<file path="src/rtl/input_cond_pkg.sv">
// Shared types and helpers for the input_conditioner front end.
package input_cond_pkg;

  typedef enum logic {
    IDLE = 1'b0,
    HELD = 1'b1
  } btn_state_e;

  // Counter must be able to hold DEBOUNCE_CYCLES itself.
  function automatic int cnt_width(input int cycles);
    return $clog2(cycles + 1);
  endfunction

endpackage

</file>
<file path="src/rtl/debounce_sync.sv">
// Multi-flop synchroniser followed by a whole-word debouncer.
// accept pulses on the edge where the debounced word takes a new value.
module debounce_sync #(
  parameter int WIDTH           = 1,
  parameter int SYNC_STAGES     = 2,
  parameter int DEBOUNCE_CYCLES = 1000000
) (
  input  logic             clock,
  input  logic             reset,
  input  logic [WIDTH-1:0] raw,
  output logic [WIDTH-1:0] db,
  output logic             accept
);
  import input_cond_pkg::*;

  localparam int CW = cnt_width(DEBOUNCE_CYCLES);

  logic [WIDTH-1:0] sync_q [SYNC_STAGES];
  logic [WIDTH-1:0] sync_d [SYNC_STAGES];
  logic [WIDTH-1:0] db_q, db_d;
  logic [CW-1:0]    cnt_q, cnt_d;

  always_comb begin
    sync_d[0] = raw;
    for (int i = 1; i < SYNC_STAGES; i++) begin
      sync_d[i] = sync_q[i-1];
    end
  end

  // A mismatch must persist for DEBOUNCE_CYCLES edges; the word present
  // on the final edge is the one accepted, even if it changed mid-count.
  always_comb begin
    db_d   = db_q;
    cnt_d  = '0;
    accept = 1'b0;
    if (sync_q[SYNC_STAGES-1] != db_q) begin
      if (cnt_q == CW'(DEBOUNCE_CYCLES - 1)) begin
        db_d   = sync_q[SYNC_STAGES-1];
        accept = 1'b1;
      end else begin
        cnt_d = cnt_q + CW'(1);
      end
    end
  end

  always_ff @(posedge clock or negedge reset) begin
    if (!reset) begin
      for (int i = 0; i < SYNC_STAGES; i++) begin
        sync_q[i] <= '0;
      end
      db_q  <= '0;
      cnt_q <= '0;
    end else begin
      for (int i = 0; i < SYNC_STAGES; i++) begin
        sync_q[i] <= sync_d[i];
      end
      db_q  <= db_d;
      cnt_q <= cnt_d;
    end
  end

  assign db = db_q;

endmodule

</file>
<file path="src/rtl/input_conditioner.sv">
// Start button / select switch front end: sync, debounce, one-shot start, select freeze.
// Optional AUTO_START_ON_SEL_EN: a settled select change while idle also issues a start.
module input_conditioner #(
  parameter int SYNC_STAGES     = 2,
  parameter int DEBOUNCE_CYCLES = 1000000,
  parameter int SEL_W           = 4
) (
  input  logic             clock,
  input  logic             reset,
  input  logic             btn_start_raw,
  input  logic [SEL_W-1:0] sw_digit_raw,
  input  logic [SEL_W-1:0] sw_img_raw,
  input  logic             done_in,
  output logic             start_pulse,
  output logic [SEL_W-1:0] digit_sel,
  output logic [SEL_W-1:0] img_sel,
  output logic             sel_locked
);
  import input_cond_pkg::*;

  logic             btn_db, btn_acc, digit_acc, img_acc;
  logic [SEL_W-1:0] digit_db, img_db;

  debounce_sync #(.WIDTH(1), .SYNC_STAGES(SYNC_STAGES), .DEBOUNCE_CYCLES(DEBOUNCE_CYCLES))
    u_btn (.clock(clock), .reset(reset), .raw(btn_start_raw), .db(btn_db), .accept(btn_acc));

  debounce_sync #(.WIDTH(SEL_W), .SYNC_STAGES(SYNC_STAGES), .DEBOUNCE_CYCLES(DEBOUNCE_CYCLES))
    u_digit (.clock(clock), .reset(reset), .raw(sw_digit_raw), .db(digit_db), .accept(digit_acc));

  debounce_sync #(.WIDTH(SEL_W), .SYNC_STAGES(SYNC_STAGES), .DEBOUNCE_CYCLES(DEBOUNCE_CYCLES))
    u_img (.clock(clock), .reset(reset), .raw(sw_img_raw), .db(img_db), .accept(img_acc));

  btn_state_e       state_q, state_d;
  logic             pulse_q, pulse_d;
  logic             run_q, run_d;
  logic             done_dly_q;
  logic [SEL_W-1:0] digit_sel_q, digit_sel_d, img_sel_q, img_sel_d;
  logic             btn_rise, btn_fall, done_rise, auto_req, unused_acc;

  // Button edges are seen on the same edge the debounced level changes.
  assign btn_rise   = btn_acc & ~btn_db;
  assign btn_fall   = btn_acc & btn_db;
  assign done_rise  = done_in & ~done_dly_q;
  assign unused_acc = digit_acc | img_acc;

`ifdef AUTO_START_ON_SEL_EN
  logic sel_upd_q, sel_upd_d;

  // Flags the edge on which the idle select outputs take a new value.
  always_comb begin
    sel_upd_d = ~run_q && ((digit_db != digit_sel_q) || (img_db != img_sel_q));
  end

  always_ff @(posedge clock or negedge reset) begin
    if (!reset) begin
      sel_upd_q <= 1'b0;
    end else begin
      sel_upd_q <= sel_upd_d;
    end
  end

  assign auto_req = sel_upd_q;
`else
  assign auto_req = 1'b0;
`endif

  always_comb begin
    state_d     = state_q;
    pulse_d     = 1'b0;
    run_d       = run_q;
    digit_sel_d = digit_sel_q;
    img_sel_d   = img_sel_q;

    case (state_q)
      IDLE: if (btn_rise) state_d = HELD;
      HELD: if (btn_fall) state_d = IDLE;
    endcase

    // A done edge beats a coincident press, which is then simply consumed.
    if (((state_q == IDLE) && btn_rise || auto_req) && !run_q && !done_rise) begin
      pulse_d = 1'b1;
    end

    if (done_rise) begin
      run_d = 1'b0;
    end else if (pulse_d) begin
      run_d = 1'b1;
    end

    if (!run_q) begin
      digit_sel_d = digit_db;
      img_sel_d   = img_db;
    end
  end

  always_ff @(posedge clock or negedge reset) begin
    if (!reset) begin
      state_q     <= IDLE;
      pulse_q     <= 1'b0;
      run_q       <= 1'b0;
      done_dly_q  <= 1'b0;
      digit_sel_q <= '0;
      img_sel_q   <= '0;
    end else begin
      state_q     <= state_d;
      pulse_q     <= pulse_d;
      run_q       <= run_d;
      done_dly_q  <= done_in;
      digit_sel_q <= digit_sel_d;
      img_sel_q   <= img_sel_d;
    end
  end

  assign start_pulse = pulse_q;
  assign sel_locked  = run_q;
  assign digit_sel   = digit_sel_q;
  assign img_sel     = img_sel_q;

endmodule

</file>
<file path="config.mk">
export PLATFORM = sky130hd
export DESIGN_NAME = input_conditioner
export DESIGN_NICKNAME = d
export VERILOG_FILES = /design/src/rtl/input_cond_pkg.sv /design/src/rtl/debounce_sync.sv /design/src/rtl/input_conditioner.sv
export SDC_FILE = /design/constraint.sdc
export NUM_CORES = 1
export LEC_CHECK = 0
export CORE_MARGIN = 2
export CORE_UTILIZATION = 59
export DETAILED_ROUTE_END_ITERATION = 7
export PLACE_DENSITY = 0.78
export SYNTH_ARGS = -nofsm -noshare
export SYNTH_HDL_FRONTEND = slang
export SYNTH_SLANG_ARGS = --single-unit
</file>
<file path="constraint.sdc">
create_clock -name clock -period 2.5 [get_ports clock]
set_input_delay 0.5 -clock clock [delete_from_list [all_inputs] [get_ports clock]]
set_output_delay 0.5 -clock clock [all_outputs]
set_load 0.01 [all_outputs]
</file>
-- After elaboration in Yosys (flattened, before gate mapping)
Cells that the tools add are included.
- word-level logic and storage cells: 56
- input bits: 12
- output and inout bits: 10
- bits in registers: 99
- add/sub/neg operators: 3
- equal/unequal tests: 6
- multiplexer cells: 14
- reduce and logical (&&, ||, !) cells: 9
- bitwise logic cells: 6
- operators with widths (kind ; count):
    two-way mux 20 bit ; 6
    adder 20 x 1 -> 20 bit (second input constant) ; 3
    == test 20 bit (second input constant) ; 3
    != test 4 bit ; 2
    two-way mux 1 bit ; 7
    AND reduction 2 bit ; 3
    bitwise AND 1 bit ; 3
    logical AND 1 bit ; 3
    inverter 1 bit ; 3
    zero test 1 bit ; 2
    one-hot mux 1 bit (2 select lines) ; 1
    nonzero test 2 bit ; 1
    != test 1 bit ; 1

-- Longest topological paths before layout
Gate-level depths: netlist (run 1).
- word-level depth: 10
- depth in mapped cells: 6
- depth with buffers taken out: 5

-- Cells and area by module
Synthesis (run 1) repeated with hierarchy kept, for this count alone.
- cell total of the unflattened synthesis: 392
- area total of the unflattened synthesis: 4384.2 µm²
- by module, submodules not included (module ; times used ; sequential area each (µm²) ; area each (µm²) ; cells each):
    debounce_sync at u_digit ... ; 2 ; 800.8 ; 1412.6 ; 128
    debounce_sync at u_btn ; 1 ; 575.6 ; 1116.1 ; 108
    input_conditioner ; 1 ; 300.3 ; 442.9 ; 28

-- Least setup slack after synthesis (run 1)
OpenSTA, ideal clock, no wires.
- path type: register to register
- start point: reg u_digit.cnt_q[0]
- end point: reg u_digit.db_q[0] (netlist: u_digit.db[0])
- cell stages (with the launch flop): 6
- data required time: 2.375 ns
- arrival time: 1.693 ns
- setup time: 0.125 ns
- path buffers: 0
- period minus slack after synthesis: 1.818 ns
- slack: 0.682 ns
- cells stage by stage: dfrtp_1 ha_1 and3_1 nand3_1 nor3_1 mux2_2
- word-level cells in the longest chain between the ends: 2
- RTL lines (element ; line ; text):
    start: declaration ; debounce_sync.sv:21 ; logic [CW-1:0] cnt_q, cnt_d;
    start signal: assignment ; debounce_sync.sv:58 ; cnt_q <= cnt_d;
    == test 20 bit ; debounce_sync.sv:37 ; if (cnt_q == CW'(DEBOUNCE_CYCLES - 1)) begin
    AND reduction 2 bit (no source line) ; -- ;
    end signal: assignment ; debounce_sync.sv:51 ; db_q <= '0;
    end signal: assignment ; debounce_sync.sv:57 ; db_q <= db_d;
    end: declaration ; debounce_sync.sv:20 ; logic [WIDTH-1:0] db_q, db_d;
Every way passes these cells.
A chain may end at the register's enable or synchronous reset.

-- Final worst setup path (run 1)
- start point: reg run_q (netlist: sel_locked)
- end point: out sel_locked
- RTL lines (element ; line ; text):
    start: declaration ; input_conditioner.sv:35 ; logic run_q, run_d;
    start signal: assignment ; input_conditioner.sv:107 ; run_q <= run_d;
    end: declaration ; input_conditioner.sv:17 ; output logic sel_locked
No word-level cell between the ends.

==> run summary, run 1 <==
Tmin final = 2.15 ns
Crit path launch type = flip-flop
P_sw = 0.852 mW
Die height = 89.8 um
Final core occ = 0.678
Resize count post-CTS = 0
Data required time of the worst path = 2.00 ns
Worst slew pin tran = 0.575 ns
Cells after Synth = 393
Placed cell area = 0.00467 mm2
Post-synth cell types = 40
Synthesized area per cell = 11.1 um2
Final max-slew violation count = 0
Vias in the first global route = 2810
CTS tree = built
Final period util = 0.858
Final Wtd Congestion = 0.817
Mux cell area share after synthesis = 0.0441
Most common cell after layout, fill and taps aside = dfrtp_1
PD cells = 631 mW/mm2
Antenna cells = 0
Xor-xnor portion of the synthesized cell area = 0.0867
Clock-pin slew on the worst setup and hold paths = 0.10 ns
Setup TNS = 0 ns
Clock Tree Root = clkbuf_8
Final hold vios = 0
Leak pwr = 2.12 nW
CP Max Fanout = 11
Worst stage delay on the critical path = 0.66 ns
Comb pwr share = 0.088
Fin nets = 435
Clock H-tree levels = 3
Setup bufs post-CTS = 0
Post-Synth Adder-Cell Area = 0.00864
Critical path arrival = 1.65 ns
Row cnt = 31
Worst Hold Class = input pin to asynchronous set/reset pin
Crit path kind = flip-flop to primary output
Number of synthesis warnings = 0
Sw Share = 0.278
Post-route ant nets = 0
Syn nets = 408
Cells along the critical path = clkdlybuf4s50_1
Die Wd = 89.8 um
Synth Register Bits = 99
RSZ-0062 raised after global routing = false
Max_slew headroom = 0.613
Detailed Place HPWL = 5240 um
Commonest non-fill, non-tap cells in the layout = 99 x dfrtp_1, 40 x nor2_1, 29 x xor2_1
WP buf/inv = 1
Register area share after synthesis = 0.570
Area Overhead vs Synth = 12.0%
Final setup vio count = 0
Skew final = 0.0116 ns
Fin Hold WS = 0.112 ns
GR Util All Layers = 0.201
Status = finished clean
GRT overflow = 0
Largest net degree at the start of global routing = 46
Io pins = 22
Clk_lat worst skew = 0.37 ns
CP max-delay cell = dfrtp_1
DRT Wirelength = 7500 um
Initial antenna violation count = 0
Main combinational cell family by area after synthesis = simple AND/OR/NAND/NOR gates
Tot Pwr = 3.07 mW
Vias per cell = 5.74
Worst Setup End Kind = primary output
Clk pwr share = 0.322
Synthesized area = 0.00434 mm2
CTS Hold Bufs = 0
Pint = 2.22 mW
Share of layout cells above drive strength 1 = 0.108
Fin area = 0.00486 mm2
Complex-gate fraction of the synthesized area = 0.0628
# DRC = 0
Peak VDD IR = 0.620 mV
CTS max path bufs = 2
Clock sinks = 99
CORE AREA = 0.00718 mm2
Max_cap viols = 0
DR pass1 iterations = 4
Initial drt markers = 153
First-pass GRT wire length = 13100 um
Routed via count = 3006
Critical path's top delay family = flip-flops
Starting Density = 0.605
Synth Area in Simple Gates = 0.209
Wire length per cell = 14.3 um
Fmax = 0.466 GHz
CTS buffer count = 9
Die Area = 0.00806 mm2
Seq pwr share = 0.590
IO Port Bufs = 21
==> worst paths after layout <==
check / from / to / slack (ns) / cells past startpoint
max: sel_locked / sel_locked / 0.35 / 1
min: reset / u_digit.cnt_q[15] / 0.11 / 1
max reg2reg: u_digit.cnt_q[0] / u_digit.db[2] / 0.45 / 5
min reg2reg: u_digit.sync_d[0] / u_digit.sync_q[0] / 0.36 / 0
max in group asynchronous: reset / u_img.cnt_q[17] / 1.72 / 2
min in group clock: u_digit.sync_d[0] / u_digit.sync_q[0] / 0.36 / 0
==> layer usage <==
| metal | track usage | share of wire |
|---|---|---|
| met1 | 0.276 | 0.47 |
| met2 | 0.316 | 0.47 |
| met3 | 0.0520 | 0.045 |
| met4 | 0.0692 | 0.015 |
| met5 | 0 | 0 |
==> synth_stat cells, drive strengths merged <==
| library cell | n | area, um2 |
|---|---|---|
| a21bo | 1 | 10.0 |
| a21oi | 20 | 100 |
| a31o | 1 | 8.76 |
| a41oi | 1 | 8.76 |
| and2 | 6 | 37.5 |
| and3 | 9 | 56.3 |
| and3b | 1 | 8.76 |
| and4 | 4 | 35.0 |
| and4bb | 1 | 12.5 |
| buf | 6 | 32.5 |
| clkbuf | 6 | 22.5 |
| dfrtp | 99 | 2480 |
| ha | 3 | 37.5 |
| inv | 7 | 26.3 |
| mux2 | 17 | 191 |
| nand2 | 17 | 63.8 |
| nand3 | 28 | 140 |
| nand3b | 1 | 7.51 |
| nand4 | 15 | 100 |
| nand4b | 1 | 8.76 |
| nor2 | 40 | 150 |
| nor2b | 1 | 6.26 |
| nor3 | 6 | 30.0 |
| nor3b | 2 | 15.0 |
| nor4 | 10 | 62.6 |
| nor4b | 3 | 26.3 |
| o21ai | 12 | 60.1 |
| o21bai | 2 | 15.0 |
| o22a | 1 | 8.76 |
| o31a | 1 | 8.76 |
| o31ai | 7 | 52.6 |
| or3 | 12 | 75.1 |
| or4 | 8 | 61.3 |
| or4b | 1 | 10.0 |
| xnor2 | 14 | 123 |
| xor2 | 29 | 254 |
==> cell families (layout without fill, tap and decap cells) <==
family / after synthesis / after routing
and+or+nand+nor: 166 / 166
DFF: 99 / 99
AOI/OAI and AO/OA: 46 / 46
xor gates and xnor gates: 43 / 43
buffers and inverters: 19 / 51
muxes: 17 / 17
adders and majority gates: 3 / 3
==> cell type report <==
cell class	instances	area [um2]
inverter	7	26.3
fill	537	2310
sequential	99	2480
timing repair buffer	28	260
clock buffer	9	124
tap	99	124
clock inverter	7	67.6
multi-input combinational	275	1790
==> registers in the layout, indices dropped and copies added (netlist names), 4 cells and up, named ones only <==
name	cells
u_digit.db	4
u_digit.sync_d	4
digit_sel	4
u_img.sync_d	4
u_img.cnt_q	20
u_digit.cnt_q	20
u_img.db	4
img_sel	4
u_digit.sync_q	4
u_btn.cnt_q	20
u_img.sync_q	4
==> stage by stage <==
| step | cells | setup WS, ns |
|---|---|---|
| floorplan | 393 | 0.682 |
| global placement | 508 | 0.545 |
| detailed placement | 508 | 0.452 |
| CTS | 524 | 0.324 |
| global route | 524 | 0.272 |
| finish | 524 | 0.355 |
==> power groups by stage <==
| stage | sequential [mW] | clock (mW) | combinational, mW |
|---|---|---|---|
| detailed placement | 1.84 | 0 | 0.271 |
| global placement | 1.83 | 0 | 0.263 |
| finish | 1.81 | 0.988 | 0.270 |
| CTS | 1.81 | 1.02 | 0.275 |
| floorplan | 1.81 | 0 | 0.191 |
| global route | 1.83 | 1.10 | 0.312 |
Power figures use the tool's default switching activity.
==> run 2: changes to the inputs <==
Settings changed: TNS_END_PERCENT set to 5.
==> results of run 2 <==
Same layout as run 1: the final DEF is identical, and so are final timing and power.
==> run 3: changes to the inputs <==
Settings changed: SLEW_MARGIN set to 10.
Clock period 2.5 ns to 2.4 ns, I/O delays scaled along.
==> run 3 against run 2 <==
Compared with the run above:
- clock-buffer cell count did not move
- non-clock buffer count increased by 1
- global-route usage increased by 0.91 points
- die area stayed put
- sequential power up 4%
- setup slack worse by 0.096 ns
- register-to-register slack worse by 0.13 ns
- clock skew down 0.0012 ns
- wire length increased by 3.2%
- highest routed layer unchanged
==> run summary, run 3 (synthesis results as in run 1) <==
GRT overflow = 0
Row cnt = 31
Worst stage delay on the critical path = 0.66 ns
Post-route ant nets = 0
GR Util All Layers = 0.210
Detailed Place HPWL = 5330 um
Wire length per cell = 14.8 um
Reg2reg start = u_digit.cnt_q[0]
Most common cell after layout, fill and taps aside = dfrtp_1
Vias in the first global route = 2897
Fmax = 0.467 GHz
Final max-slew violation count = 0
Starting Density = 0.605
Worst slew pin tran = 0.668 ns
Skew final = 0.0104 ns
CP Max Fanout = 11
Clock H-tree levels = 3
FF-to-FF End = u_digit.db[0]
Status = finished clean
Final hold vios = 0
Commonest non-fill, non-tap cells in the layout = 99 x dfrtp_1, 40 x nor2_1, 29 x xor2_1
Clock Tree Root = clkbuf_8
CP Depth = 1
Worst Setup End Kind = primary output
Die Wd = 89.8 um
Clock-pin slew on the worst setup and hold paths = 0.10 ns
Final setup vio count = 0
Area Overhead vs Synth = 12.6%
WP buf/inv = 1
DRT Wirelength = 7740 um
Setup bufs post-CTS = 0
CORE AREA = 0.00718 mm2
Fillers = 530
Critical path arrival = 1.66 ns
Max_cap viols = 0
PD cells = 676 mW/mm2
Crit path launch type = flip-flop
Routed via count = 2988
Io pins = 22
R2r setup slk = 0.32 ns
Fin nets = 436
Share of layout cells above drive strength 1 = 0.110
IO Port Bufs = 21
Antenna cells = 0
Top Layer Used = met4
Reg2reg path depth = 5
Met2 routed WL = 3800 um
Crit path kind = flip-flop to primary output
Fin Hold WS = 0.0651 ns
First-pass GRT wire length = 13700 um
Vias per cell = 5.69
DR pass1 iterations = 4
Max_slew headroom = 0.551
Worst Hold Class = input pin to asynchronous set/reset pin
Tmin final = 2.14 ns
Critical path startpoint = sel_locked
CTS Hold Bufs = 0
CP max-delay cell = dfrtp_1
Clock sinks = 99
Final period util = 0.892
Die Area = 0.00806 mm2
# DRC = 0
CTS tree = built
Largest net degree at the start of global routing = 40
Resize count post-CTS = 0
Leak pwr = 2.14 nW
CTS max path bufs = 2
Peak VDD IR = 0.542 mV
CTS buffer count = 9
Initial drt markers = 109
Critical path's top delay family = flip-flops
Clk_lat worst skew = 0.37 ns
Worst Setup EP = sel_locked
Data required time of the worst path = 1.92 ns
Setup TNS = 0 ns
Die height = 89.8 um
Initial antenna violation count = 0
Top Registers = u_btn.cnt_q: 20 flops, u_digit.cnt_q: 20 flops, u_img.cnt_q: 20 flops
Metal-1 WL = 3560 um
RSZ-0062 raised after global routing = false
Cells along the critical path = clkdlybuf4s50_1
Metal3 WL = 271 um
Final Wtd Congestion = 0.812
## run 3: metrics by stage
stage / instances / power (mW) / setup WS (ns) / utilization / cell area [um2]
6_report: 525 / 3.31 / 0.258 / 0.682 / 4890
5_1_grt: 525 / 3.46 / 0.176 / 0.682 / 4890
4_1_cts: 525 / 3.34 / 0.218 / 0.682 / 4890
3_5_place_dp: 509 / 2.20 / 0.338 / 0.652 / 4680
3_3_place_gp: 509 / 2.18 / 0.438 / 0.652 / 4680
2_1_floorplan: 393 / 2.09 / 0.582 / - / 4340
## run 3: how the worst min path moves through the flow
stage,from,endpoint
4_1_cts,reset,u_img.sync_q[2]
3_5_place_dp,u_img.sync_d[1],u_img.sync_q[1]
6_report,reset,u_digit.cnt_q[6]
3_3_place_gp,u_img.sync_d[1],u_img.sync_q[1]
2_1_floorplan,reset,asynchronous set/reset pin
5_1_grt,reset,u_btn.sync_d[0]
## run 3: metal layers
layer	global-route usage	vias to the layer above
li1	-	1457
met2	0.333	41
met5	0	-
met3	0.0478	10
met1	0.287	1480
met4	0.0769	0
## run 3: worst reg2reg max path: cells and delay by family (launching register included)
family | cells | cell delay (ns)
adder cells (fa/ha/maj) | 1 | 0.22
flip-flops | 1 | 0.42
multiplexers | 1 | 0.40
AND/OR/NAND/NOR | 3 | 0.94
## run 3: layout make-up
class,instances,area [um2],share of cell area
Inverter,7,26.3,0.00537
Tap cell,99,124,0.0253
Multi-Input combinational cell,275,1790,0.365
Sequential cell,99,2480,0.506
Timing Repair Buffer,29,268,0.0547
Clock inverter,7,88.8,0.0182
Clock buffer,9,124,0.0253
## run 3: where the power goes
group	total [mW]	switching [mW]	internal [mW]
Sequential	1.89	0.109	1.78
Combinational	0.278	0.153	0.125
Clock	1.14	0.630	0.513
